**src/rtl/alu_button_ctrl_if.sv**
```systemverilog
// Board-side bundle for alu_button_ctrl: enable, switch bus, raw buttons and the result outputs.
// The design drives through the slave modport; the board or bench uses the master modport.
interface alu_button_ctrl_if #(
  parameter int unsigned NB_DATA = 8
);
  logic               i_enable;
  logic [NB_DATA-1:0] i_data;
  logic               i_A_button;
  logic               i_B_button;
  logic               i_OP_button;
  logic [NB_DATA-1:0] o_result;
  logic               o_valid;
  logic               o_err;
  logic [2:0]         o_flags;

  modport master (
    output i_enable, i_data, i_A_button, i_B_button, i_OP_button,
    input  o_result, o_valid, o_err, o_flags
  );

  modport slave (
    input  i_enable, i_data, i_A_button, i_B_button, i_OP_button,
    output o_result, o_valid, o_err, o_flags
  );
endinterface

```
**src/rtl/alu_button_ctrl.sv**
```systemverilog
// Debounced button loader for A/B/opcode plus a registered ALU with valid pulse and error flag.
// Define ALU_FLAGS_EN to build the {overflow, carry, zero} flag logic; otherwise o_flags is 0.
module alu_button_ctrl #(
  parameter int unsigned NB_DATA         = 8,
  parameter int unsigned NB_OP           = 6,
  parameter int unsigned DEBOUNCE_CYCLES = 4
) (
  input logic              i_clk,
  input logic              i_reset,
  alu_button_ctrl_if.slave bus
);
  localparam int unsigned CntW = (DEBOUNCE_CYCLES > 1) ? $clog2(DEBOUNCE_CYCLES) : 1;
  localparam logic [CntW-1:0] CntLast = CntW'(DEBOUNCE_CYCLES - 1);
  localparam int unsigned Msb = NB_DATA - 1;

  localparam logic [NB_OP-1:0] OpAdd = NB_OP'(6'b100000);
  localparam logic [NB_OP-1:0] OpSub = NB_OP'(6'b100010);
  localparam logic [NB_OP-1:0] OpAnd = NB_OP'(6'b100100);
  localparam logic [NB_OP-1:0] OpOr  = NB_OP'(6'b100101);
  localparam logic [NB_OP-1:0] OpXor = NB_OP'(6'b100110);
  localparam logic [NB_OP-1:0] OpSra = NB_OP'(6'b000011);
  localparam logic [NB_OP-1:0] OpSrl = NB_OP'(6'b000010);
  localparam logic [NB_OP-1:0] OpNor = NB_OP'(6'b100111);

  // Button index: 0 = A, 1 = B, 2 = OP.
  logic [2:0]      btn_raw;
  logic [2:0]      sync1_q, sync2_q, level_q, prev_q;
  logic [CntW-1:0] cnt_q [3];
  logic [2:0]      load;

  assign btn_raw = {bus.i_OP_button, bus.i_B_button, bus.i_A_button};
  assign load    = {3{bus.i_enable}} & level_q & ~prev_q;

  always_ff @(posedge i_clk) begin
    if (!i_reset) begin
      sync1_q <= '0;
      sync2_q <= '0;
      level_q <= '0;
      prev_q  <= '0;
      for (int i = 0; i < 3; i++) cnt_q[i] <= '0;
    end else begin
      sync1_q <= btn_raw;
      sync2_q <= sync1_q;
      for (int i = 0; i < 3; i++) begin
        if (!bus.i_enable) begin
          // Force high so a button still held when enable returns cannot make an edge.
          cnt_q[i]   <= '0;
          level_q[i] <= 1'b1;
          prev_q[i]  <= 1'b1;
        end else begin
          prev_q[i] <= level_q[i];
          if (sync2_q[i] == level_q[i]) begin
            cnt_q[i] <= '0;
          end else if (cnt_q[i] == CntLast) begin
            level_q[i] <= sync2_q[i];
            cnt_q[i]   <= '0;
          end else begin
            cnt_q[i] <= cnt_q[i] + 1'b1;
          end
        end
      end
    end
  end

  logic [NB_DATA-1:0] a_q, b_q, result_q, alu_res;
  logic [NB_OP-1:0]   op_q;
  logic [2:0]         loaded_q;
  logic               calc_q, valid_q, err_q, alu_err;

  always_comb begin
    alu_res = '0;
    alu_err = 1'b0;
    case (op_q)
      OpAdd:   alu_res = a_q + b_q;
      OpSub:   alu_res = a_q - b_q;
      OpAnd:   alu_res = a_q & b_q;
      OpOr:    alu_res = a_q | b_q;
      OpXor:   alu_res = a_q ^ b_q;
      OpNor:   alu_res = ~(a_q | b_q);
      OpSra:   alu_res = $signed(a_q) >>> b_q;
      OpSrl:   alu_res = a_q >> b_q;
      default: alu_err = 1'b1;
    endcase
  end

  always_ff @(posedge i_clk) begin
    if (!i_reset) begin
      a_q      <= '0;
      b_q      <= '0;
      op_q     <= '0;
      loaded_q <= '0;
      calc_q   <= 1'b0;
      result_q <= '0;
      valid_q  <= 1'b0;
      err_q    <= 1'b0;
    end else begin
      if (load[0]) a_q  <= bus.i_data;
      if (load[1]) b_q  <= bus.i_data;
      if (load[2]) op_q <= bus.i_data[NB_OP-1:0];
      loaded_q <= loaded_q | load;
      calc_q   <= |load;
      valid_q  <= 1'b0;
      // Recompute one edge after the load, once every field has been seen.
      if (calc_q && (&loaded_q)) begin
        result_q <= alu_res;
        err_q    <= alu_err;
        valid_q  <= 1'b1;
      end
    end
  end

  assign bus.o_result = result_q;
  assign bus.o_valid  = valid_q;
  assign bus.o_err    = err_q;

`ifdef ALU_FLAGS_EN
  logic [2:0] flags_d, flags_q;

  // Carry out of an add shows as the wrapped sum falling below A; borrow is A < B.
  always_comb begin
    flags_d = {2'b00, (alu_res == '0)};
    if (op_q == OpAdd) begin
      flags_d[1] = (alu_res < a_q);
      flags_d[2] = (a_q[Msb] == b_q[Msb]) && (alu_res[Msb] != a_q[Msb]);
    end else if (op_q == OpSub) begin
      flags_d[1] = (a_q < b_q);
      flags_d[2] = (a_q[Msb] != b_q[Msb]) && (alu_res[Msb] != a_q[Msb]);
    end
  end

  always_ff @(posedge i_clk) begin
    if (!i_reset) begin
      flags_q <= '0;
    end else if (calc_q && (&loaded_q)) begin
      flags_q <= flags_d;
    end
  end

  assign bus.o_flags = flags_q;
`else
  assign bus.o_flags = 3'b000;
`endif
endmodule

```
**src/flat_wrapper.sv**
```systemverilog
// flat-port wrapper written by rule: the top's interface ports become plain ports
module alu_button_ctrl_flat 
#(
  parameter int unsigned NB_DATA         = 8,
  parameter int unsigned NB_OP           = 6,
  parameter int unsigned DEBOUNCE_CYCLES = 4
)
  (i_clk, i_reset, bus_i_enable, bus_i_data, bus_i_A_button, bus_i_B_button, bus_i_OP_button, bus_o_result, bus_o_valid, bus_o_err, bus_o_flags);
  alu_button_ctrl_if #(.NB_DATA(NB_DATA)) bus_i ();
  input logic i_clk;
  input logic i_reset;
  input wire logic [$bits(bus_i.i_enable)-1:0] bus_i_enable;
  input wire logic [$bits(bus_i.i_data)-1:0] bus_i_data;
  input wire logic [$bits(bus_i.i_A_button)-1:0] bus_i_A_button;
  input wire logic [$bits(bus_i.i_B_button)-1:0] bus_i_B_button;
  input wire logic [$bits(bus_i.i_OP_button)-1:0] bus_i_OP_button;
  output wire logic [$bits(bus_i.o_result)-1:0] bus_o_result;
  output wire logic [$bits(bus_i.o_valid)-1:0] bus_o_valid;
  output wire logic [$bits(bus_i.o_err)-1:0] bus_o_err;
  output wire logic [$bits(bus_i.o_flags)-1:0] bus_o_flags;
  assign bus_i.i_enable = bus_i_enable;
  assign bus_i.i_data = bus_i_data;
  assign bus_i.i_A_button = bus_i_A_button;
  assign bus_i.i_B_button = bus_i_B_button;
  assign bus_i.i_OP_button = bus_i_OP_button;
  assign bus_o_result = bus_i.o_result;
  assign bus_o_valid = bus_i.o_valid;
  assign bus_o_err = bus_i.o_err;
  assign bus_o_flags = bus_i.o_flags;
  alu_button_ctrl #(.NB_DATA(NB_DATA), .NB_OP(NB_OP), .DEBOUNCE_CYCLES(DEBOUNCE_CYCLES)) u_core (.i_clk(i_clk), .i_reset(i_reset), .bus(bus_i));
endmodule
```
**config.mk**
```make
export PLATFORM = sky130hd
export DESIGN_NAME = alu_button_ctrl_flat
export DESIGN_NICKNAME = d
export VERILOG_FILES = /design/src/rtl/alu_button_ctrl_if.sv /design/src/rtl/alu_button_ctrl.sv /design/src/flat_wrapper.sv
export SDC_FILE = /design/constraint.sdc
export NUM_CORES = 1
export LEC_CHECK = 0
export CAP_MARGIN = 25
export CORE_UTILIZATION = 55
export DETAILED_ROUTE_END_ITERATION = 7
export PLACE_DENSITY = 0.76
export SYNTH_ARGS = -nofsm -noshare
export SYNTH_HDL_FRONTEND = slang
export SYNTH_SLANG_ARGS = --single-unit
```
**constraint.sdc**
```tcl
create_clock -name i_clk -period 5.8 [get_ports i_clk]
set_input_delay 1.16 -clock i_clk [delete_from_list [all_inputs] [get_ports i_clk]]
set_output_delay 1.16 -clock i_clk [all_outputs]
set_load 0.05 [all_outputs]
```
==> reports/metrics.csv <==
stage;metric;value;unit
outcome;status;finished, final reports clean;
critical_path;critical register-to-register path startpoint;u_core.op_q[0]$_SDFFE_PN0P_;
pwr;internal power;550.0;uW
sta;setup violators final;0;
placed_design;placed cells;527;
sta;worst-margin pin slew;0.9019;ns
sta;total negative setup slack;0;ns
yosys;share of the synthesized area in the top cell type;26.27;%
critical_path;crit path DAT;3.85;ns
final_layout;area grow syn2layout;9.203;%
critical_path;CP max-delay cell;nor4b_2;
grt;first-pass GRT wire length;16140;um
hold_path;hold path start;u_core.sync1_q[0]$_SDFF_PN0_;
sta;min Tclk post-route;3.584;ns
sta;Worst Skew;0.006513;ns
floorplanning;core box area;6386;um2
pwr;Power Dens Cells;200.4;nW/um2
hold_path;HP Class;reg2reg;
route;DR WL/cell;18.49;um
yosys;most common library cells after synthesis;nand2_1 (53), dfxtp_1 (48), a21oi_1 (37);
floorplanning;Starting Density;57.27;%
clocking;Hold-fix buffers, CTS;0;
clocking;CTS tree;built;
pwr;Leak;0.001532;uW
floorplanning;chip height;83.55;um
route;DRT Pass-1 Iters;7;
clocking;CTS H-tree lvls;2;
pwr;worst vdd ir;0.0001593;V
pwr;switching pwr;250.3;uW
clocking;# Post-CTS Setup Buffers;0;
route;number of remaining DRC errors;0;
critical_path;CP cell instances;nor4b_2, nand2_1, o21ai_0, inv_1, ha_1, nor2b_1, o31ai_1, a21oi_1, or4_1, nand3_1;
route;Total Wirelength;9892;um
pwr;sequential share of power;51.5;%
sta;Worst Hold Margin;0.4489;ns
yosys;netlist area before placement;3657;um2
floorplanning;I/O pins;27;
yosys;ranking of synthesized cells by area;dfxtp_1 (26%), ha_1 (9.2%), nand2_1 (5.4%);
route;Vias;3379;
final_layout;Reg area;1141;um2
placed_design;IO Port Bufs;23;
critical_path;Crit. End Element;flop;
grt;total global-route track usage;29.24;%
clocking;post-cts resize count;0;
yosys;Async SR Flop Fraction;0;%
route;number of DRC markers in iteration 0;455;
yosys;Mapped Avg Cell Area;8.200;um2
yosys;Synth Instances;446;
critical_path;Largest stage delay, worst path;0.76;ns
sta;endpoints failing hold;0;
critical_path;critical path peak fanout;28;
sta;Tcrit/Tclk final;61.79;%
critical_path;worst endpoint required time;6.07;ns
grt;vias in the first global route;3104;
floorplanning;Die W;83.55;um
final_layout;nets;499;
final_layout;share of layout cells above drive strength 1;4.585;%
final_layout;Multi-input gate area;2320;um2
critical_path;Startpoint Class;flop;
grt;largest net degree at the start of global routing;36;
clocking;Clock Sinks;54;
sta;unrepaired setup endpoints after global routing;no;
yosys;FF+latch count, synth;54;
clocking;clock root cell;clkbuf_8;
yosys;Syn. warnings;0;
route;Vias/cell;6.316;
placed_design;post-DP HPWL;7102;um
route;Routed Antenna Nets;0;
yosys;sequential-to-total area share from yosys stat;31.20;%
clocking;clk slew on worst S/H paths;0.10;ns
final_layout;antenna cells;0;
critical_path;CP startpoint;u_core.op_q[0]$_SDFFE_PN0P_;
sta;FMAX;0.2790;GHz
placed_design;GP Congestion;0.9945;
yosys;Post-synth EDFFs;6;
yosys;Yosys cell types;66;
final_layout;Cell Count, Final, Fillers Out;535;
grt;initial antenna violation count;0;
clocking;clock tree buffer depth;2;
critical_path;CP Class;reg2reg;
yosys;most frequent cell after synthesis;nand2_1;
pwr;clock network fraction of total power;26.8;%
yosys;dominant cell type by area after synthesis;dfxtp_1;
yosys;Primary FF master, synth;dfxtp_1;
run;max cap viols;0;
clocking;TritonCTS Buffers;5;
final_layout;Filler Cell Count;595;
clocking;Worst-Skew Late Latency;0.32;ns
sta;Rel. slew slack;39.79;%
sta;max-slew violations;0;
grt;total congestion overflow;0;
floorplanning;Die ar.;6980;um2
floorplanning;Site Rows;29;
pwr;Comb power frac;21.7;%
pwr;Sw Share;31.27;%
## cell families after synthesis
| logic type | synth area share, % |
|---|---|
| flops | 31.20 |
| buf+inv | 6.089 |
| mux | 6.226 |
| other cells | 0.2053 |
| xor+xnor | 4.550 |
| fa+ha+maj | 9.784 |
| simple gates | 22.03 |
| compound gates | 19.91 |
## layout by cell type, fill, tap and decap left out, types with 3 or more instances in the layout
master / count
o21a_1: 4
clkdlybuf4s50_1: 23
inv_1: 23
buf_4: 4
xor2_1: 5
nor3_1: 15
a221oi_1: 3
clkbuf_8: 5
a211oi_1: 11
nor4_1: 8
nand3_1: 6
nand2b_1: 4
ha_1: 27
nor2_1: 28
or2_2: 3
mux2i_1: 16
conb_1: 9
nor2b_1: 9
a21o_1: 3
dfxtp_1: 48
a41oi_1: 4
o21ai_0: 19
and3_1: 3
nand2_1: 53
nand3b_1: 4
edfxtp_1: 6
and2_1: 9
a21oi_1: 37
nor4b_1: 4
xnor2_1: 14
a31oi_1: 4
or4_1: 3
## final cells by class
| type | instances | share of cell area (%) |
|---|---|---|
| inverters | 24 | 2.256 |
| clock buffers | 6 | 1.817 |
| flip-flops and latches | 54 | 28.57 |
| repair buffers | 27 | 6.516 |
| well taps | 77 | 2.412 |
| clock inverters | 2 | 0.3446 |
| multi-input cells | 345 | 58.08 |
## state kept, by name (all words and copies together), names as in the netlist
signal / flops
u_core.bus.o_valid: 1
u_core.loaded_q: 3
u_core.bus.o_result: 8
u_core.sync1_q: 3
u_core.level_q: 3
u_core.bus.o_err: 1
u_core.prev_q: 3
u_core.op_q: 6
u_core.a_q: 8
u_core.sync2_q: 3
u_core.calc_q: 1
u_core.cnt_q: 6
u_core.b_q: 8
## power by group through the flow
stage	sequential (uW)	combinational, uW	clock, uW
2_1_floorplan	409	136	0
5_1_grt	414	194	226
6_report	412	174	215
3_5_place_dp	420	170	0
3_3_place_gp	420	168	0
4_1_cts	411	171	215
## metrics by stage
stage                     area [um2]  setup WS [ns]  util [%]  power [uW]
after global routing            3994          1.863     62.54       835.1
final                           3994          2.216     62.54       800.3
after CTS                       3994          2.301     62.54       796.6
after global placement          3908          2.387     61.19       587.3
after detailed placement        3908          2.308     61.19       589.7
after floorplan                 3684          2.786         -       544.7
## critical path, delay by kind of cell (launching register included)
kind                       cells  cell delay [ns]
AOI/OAI and AO/OA              3             0.98
adders and majority gates      1             0.27
buffers and inverters          1             0.09
DFF                            1             0.61
and+or+nand+nor                5             1.60
## routing by layer
metal / share of wire (%) / GRT usage [%] / wire, um
met1: 45 / 40.16 / 4458
met2: 44 / 47.02 / 4330
met3: 9.2 / 5.638 / 914
met4: 1.9 / 8.012 / 189
met5: 0 / 0 / 0
## worst paths after layout
check / slack, ns / end / depth (start not counted)
worst min-delay path: 0.45 / u_core.sync2_q[0]$_SDFF_PN0_ / 1
worst max-delay path: 2.22 / u_core.bus.o_result[7]$_SDFFE_PN0P_ / 10
worst min register to register: 0.45 / u_core.sync2_q[0]$_SDFF_PN0_ / 1
worst max register to register: 2.22 / u_core.bus.o_result[7]$_SDFFE_PN0P_ / 10
(Power assumes the default switching activity.)
